**src/rtl/pipe_pkg.sv**
```systemverilog
// Shared types and constants for the elastic pipeline stage.
// State encoding doubles as the occupancy count.
package pipe_pkg;

    typedef enum logic [1:0] {
        ST_EMPTY = 2'd0,
        ST_ONE   = 2'd1,
        ST_TWO   = 2'd2
    } state_e;

    localparam int DEF_DATA_W = 32;
    localparam int DEF_LANES  = 4;

    localparam int LANE_PC  = 0;
    localparam int LANE_RS1 = 1;
    localparam int LANE_RS2 = 2;
    localparam int LANE_IMM = 3;

    function automatic logic [1:0] occ_of(input state_e s);
        return 2'(s);
    endfunction

endpackage

```
**src/rtl/pipe_skid_stage_sat_counter.sv**
```systemverilog
// Up-counter taking 0..2 per cycle, clamped at all-ones.
// Used to tally entries discarded by a pipeline flush.
module sat_counter
    import pipe_pkg::*;
#(
    parameter int W = 16
) (
    input  logic         clk,
    input  logic         rst,
    input  logic [1:0]   inc_i,
    output logic [W-1:0] cnt_o
);

    localparam logic [W+1:0] MAX = {2'b00, {W{1'b1}}};

    logic [W-1:0] cnt_q;
    logic [W-1:0] cnt_d;
    logic [W+1:0] sum;

    always_comb begin
        sum   = {2'b00, cnt_q} + {{W{1'b0}}, inc_i};
        cnt_d = (sum > MAX) ? {W{1'b1}} : sum[W-1:0];
    end

    always_ff @(posedge clk or posedge rst) begin
        if (rst) begin
            cnt_q <= '0;
        end else begin
            cnt_q <= cnt_d;
        end
    end

    assign cnt_o = cnt_q;

endmodule

```
**src/rtl/pipe_skid_stage.sv**
```systemverilog
// Elastic valid/ready pipeline register with optional 2-entry skid
// buffer, synchronous flush and a saturating drop counter.
module pipe_skid_stage
    import pipe_pkg::*;
#(
    parameter int DATA_W      = DEF_DATA_W,
    parameter int LANES       = DEF_LANES,
    parameter int SKID_EN     = 1,
    parameter int ZERO_BUBBLE = 1,
    parameter int CNT_W       = 16
) (
    input  logic                    clk,
    input  logic                    rst,
    input  logic                    flush,
    input  logic                    in_valid,
    output logic                    in_ready,
    input  logic [LANES*DATA_W-1:0] in_data,
    output logic                    out_valid,
    input  logic                    out_ready,
    output logic [LANES*DATA_W-1:0] out_data,
    output logic [1:0]              occupancy,
    output logic [CNT_W-1:0]        drop_cnt
);

    localparam int PW = LANES * DATA_W;

    state_e          state_q;
    state_e          state_d;
    logic [PW-1:0]   main_q;
    logic [PW-1:0]   main_d;
    logic [PW-1:0]   skid_q;
    logic [PW-1:0]   skid_d;
    logic            ready_q;
    logic            in_fire;
    logic            out_fire;
    logic [1:0]      drop_inc;

    assign out_valid = (state_q != ST_EMPTY);
    assign occupancy = occ_of(state_q);

    // With the skid buffer, in_ready comes straight from a flop.
    assign in_ready = !flush &&
        ((SKID_EN != 0) ? ready_q : (!out_valid || out_ready));

    assign in_fire  = in_valid && in_ready;
    assign out_fire = out_valid && out_ready;

    always_comb begin
        state_d  = state_q;
        main_d   = main_q;
        skid_d   = skid_q;
        drop_inc = 2'd0;
        if (flush) begin
            state_d  = ST_EMPTY;
            drop_inc = occupancy - {1'b0, out_fire};
        end else begin
            unique case (state_q)
                ST_EMPTY: begin
                    if (in_fire) begin
                        state_d = ST_ONE;
                        main_d  = in_data;
                    end
                end
                ST_ONE: begin
                    if (in_fire && out_fire) begin
                        main_d = in_data;
                    end else if (in_fire && SKID_EN != 0) begin
                        state_d = ST_TWO;
                        skid_d  = in_data;
                    end else if (out_fire) begin
                        state_d = ST_EMPTY;
                    end
                end
                ST_TWO: begin
                    if (out_fire) begin
                        state_d = ST_ONE;
                        main_d  = skid_q;
                    end
                end
                default: state_d = ST_EMPTY;
            endcase
        end
    end

    always_ff @(posedge clk or posedge rst) begin
        if (rst) begin
            state_q <= ST_EMPTY;
            main_q  <= '0;
            skid_q  <= '0;
            ready_q <= 1'b1;
        end else begin
            state_q <= state_d;
            main_q  <= main_d;
            if (SKID_EN != 0) begin
                skid_q <= skid_d;
            end
            ready_q <= (state_d != ST_TWO);
        end
    end

    assign out_data = (ZERO_BUBBLE != 0 && !out_valid) ? '0 : main_q;

    sat_counter #(
        .W(CNT_W)
    ) u_drop (
        .clk   (clk),
        .rst   (rst),
        .inc_i (drop_inc),
        .cnt_o (drop_cnt)
    );

endmodule

```
**config.mk**
```make
export PLATFORM = sky130hd
export DESIGN_NAME = pipe_skid_stage
export DESIGN_NICKNAME = d
export VERILOG_FILES = /design/src/rtl/pipe_pkg.sv /design/src/rtl/pipe_skid_stage_sat_counter.sv /design/src/rtl/pipe_skid_stage.sv
export SDC_FILE = /design/constraint.sdc
export NUM_CORES = 1
export LEC_CHECK = 0
export CORE_ASPECT_RATIO = 0.6
export CORE_UTILIZATION = 50
export DETAILED_ROUTE_END_ITERATION = 7
export GPL_ROUTABILITY_DRIVEN = 0
export PLACE_DENSITY_LB_ADDON = 0.12
export REMOVE_ABC_BUFFERS = 1
export SLEW_MARGIN = 30
export SYNTH_ARGS = -nofsm -noshare
export SYNTH_HDL_FRONTEND = slang
export SYNTH_SLANG_ARGS = --single-unit
```
**constraint.sdc**
```tcl
create_clock -name clk -period 23.3 [get_ports clk]
set_input_delay 4.66 -clock clk [delete_from_list [all_inputs] [get_ports clk]]
set_output_delay 4.66 -clock clk [all_outputs]
set_load 0.005 [all_outputs]
```
==> results.yml <==
pwr:
  ir_drop_v: 0.0000492
  internal_power_uw: 1060
  p_leak_uw: 0.00745
  p_switching_uw: 335
  seqPwrFrac_pct: 46.9
  clkPwrFrac_pct: 32.6
  powerDensity_mw_per_mm2: 81.2
  swShare_pct: 24.1
  comb_power_share_pct: 20.4
detailed_routing:
  dr.pass1.iters: 4
  ant_nets: 0
  drc: 0
  dr.first_iter.drc_count: 467
  wire_per_inst_um: 18.7
  vias: 8018
  routed_wl_um: 29300
  avgViaCountPerCell: 5.12
timing:
  hold_viol_final: 0
  layout_worst_path_cycle_share_pct: 45.1
  slew_headroom_pct: 36.1
  rsz0062_at_grt: "no"
  maxClockFrequency_mhz: 95.1
  min_period_ps: 10520
  drv_slew: 0
  setup_viol: 0
  tns_ps: 0
  worst_pin_slew_ps: 959
  skew_ps: 9.15
logic_synthesis:
  ys.flop_type: "dfrtp_1"
  synth_area_leader_cell: "dfrtp_1"
  netlist_instances: 933
  seq_area_frac_synth_pct: 51.9
  synth_most_common_cell: "dfrtp_1"
  postSynthAreaPerCell_um2: 14.2
  ys_ff_latch: 275
  yosys_warnings: 0
  netlist_top_cells_area: "dfrtp_1 (52%), mux2_2 (19%), mux2_4 (8.2%), mux2_1 (7.9%), and2_1 (6.2%)"
  synth_top_cell_area_share_pct: 51.7
  async_reset_ff_share_pct: 100
  synth_area_mm2: 0.0133
  synth.distinct_cells: 37
  yosys-top-cells-count: "dfrtp_1 (274), mux2_2 (222), and2_1 (131)"
  synth_edf_count: 0
worst_setup_path:
  reg2regPathDepth: 12
  path_depth: 3
  worstSetupEndpointType: "output pin"
  crit_top_cell: "clkdlybuf4s50_1"
  rr_startpoint: "occupancy[0]"
  path_delay_family: "buffers and inverters"
  crit_path_start: "flush"
  cp_cell_sequence: "clkdlybuf4s50_1 > nor2b_1 > clkdlybuf4s50_1"
  cp_max_fo: 8
  cp.buffers_inverters: 2
  worst_ep_required_time_ps: 18640
  critPathMaxStageDelay_ps: 520
  start_kind: "input pin"
  path_class: "input pin to output pin"
  arrival_ps: 5860
  cp_slowest_cell: "clkdlybuf4s50_1"
clock_tree:
  clk_root_buffer_cell: "clkbuf_16"
  post_cts_buffers: 0
  post_cts_resized: 0
  cts_sinks: 275
  worstSkewPairLatency_ps: 530
  cts_buffers: 27
  h-tree-depth: 1
  clk_pin_slew_ps: 60
  cts_tree: "built"
  clockBufferDepth: 3
  hold_buffers: 0
status:
  status: "complete, no violations"
die:
  num_rows: 45
  die_w_um: 212
  initial_utilization_pct: 51.7
  coreArea_mm2: 0.0257
  fp.dieH_um: 128
  io_pins: 281
  die_area_mm2: 0.0272
place:
  dpl.hpwl_um: 18200
  portBuffers: 280
global_route:
  grt_max_degree: 129
  grt_usage_pct: 21.9
  grt_pass1_vias: 8376
  antenna_found_initial: 5
  grt_overflow: 0
  grt_pass1_wl_um: 47000
hold_path:
  holdPathStages: 1
  worstHoldPathType: "flop to flop"
  min_from: "main_q[5]"
cells_and_area:
  drive_above_1_share_pct: 28.9
  synthToLayoutAreaGrowth_pct: 29.3
  layout.nets: 1330
  post-route-util_pct: 66.8
flow_run:
  maxCapViolCount: 0
-- final timing paths --
| check | endpoint | slack (ps) |
|---|---|---|
| setup / recovery | in_ready | 12780 |
| hold / removal | main_q[5] | 490 |
| setup reg to reg | u_drop.cnt_o[11] | 19010 |
| hold reg to reg | main_q[5] | 490 |
| max in group asynchronous | skid_q[85] | 17420 |
| min in group asynchronous | main_q[0] | 4660 |
-- layout by cell type, fill, tap and decap left out, types with 6 or more instances in the layout --
| cell type | Yosys | layout |
|---|---|---|
| clkbuf_1 | 16 | 9 |
| and2_1 | 131 | 131 |
| nand2_1 | 12 | 11 |
| dfrtp_1 | 274 | 274 |
| mux2_4 | 72 | 72 |
| mux2_1 | 93 | 93 |
| and3_1 | 6 | 6 |
| clkbuf_8 | 0 | 8 |
| mux2_2 | 222 | 222 |
| clkdlybuf4s50_1 | 0 | 280 |
| clkbuf_16 | 0 | 27 |
-- layout make-up --
class                      count  area (um^2)
fill                        1945         8530
sequential                   275         6880
multi-input combinational    594         5980
timing repair buffer         287         2880
clock buffer                  44          820
tap                          352          440
clock inverter                 4         95.1
inverter                       6         35.0
antenna                        3         7.51
-- through the flow --
| stage | instance area [um^2] | hold slack [ps] | power, uW | worst slack, ps | std cells |
|---|---|---|---|---|---|
| detailed placement | 16200 | 473 | 947 | 12780 | 1514 |
| floorplan | 12900 | 456 | 822 | 11060 | 875 |
| finish | 17100 | 486 | 1390 | 12780 | 1565 |
| CTS | 17100 | 488 | 1410 | 12780 | 1562 |
| global placement | 16200 | 465 | 932 | 12790 | 1514 |
| global route | 17100 | 509 | 1460 | 12720 | 1562 |
-- layer usage --
layer | vias up | part of all wire (%) | GRT usage (%)
met5 | - | 0.15 | 0
met4 | 6 | 1.6 | 3.98
met3 | 40 | 7.3 | 7.28
met2 | 168 | 44 | 32.7
met1 | 4023 | 47 | 31.4
li1 | 3781 | - | -
-- power by group through the flow --
stage / logic, uW / clock network (uW) / registers [uW]
final: 284 / 454 / 654
after global routing: 312 / 484 / 669
after CTS: 289 / 465 / 653
after detailed placement: 287 / 0 / 660
after global placement: 279 / 0 / 653
after floorplan: 180 / 0 / 643
-- sequential cells by signal, summed over array words and instances (netlist names) --
name and cells:
ready_q 1, occupancy 2, main_q 128, u_drop.cnt_o 16
skid_q 128
-- cell families after synthesis --
logic type               count (synthesis)  synth area share, %
XOR/XNOR                                 6                0.396
AND/OR/NAND/NOR                        176                 8.05
buffers and inverters                   64                 3.14
multiplexers                           389                 35.1
AO/OA/AOI/OAI                           17                0.840
flip-flops                             275                 51.9
adder cells (fa/ha/maj)                  6                0.623
Power figures use the tool's default switching activity.
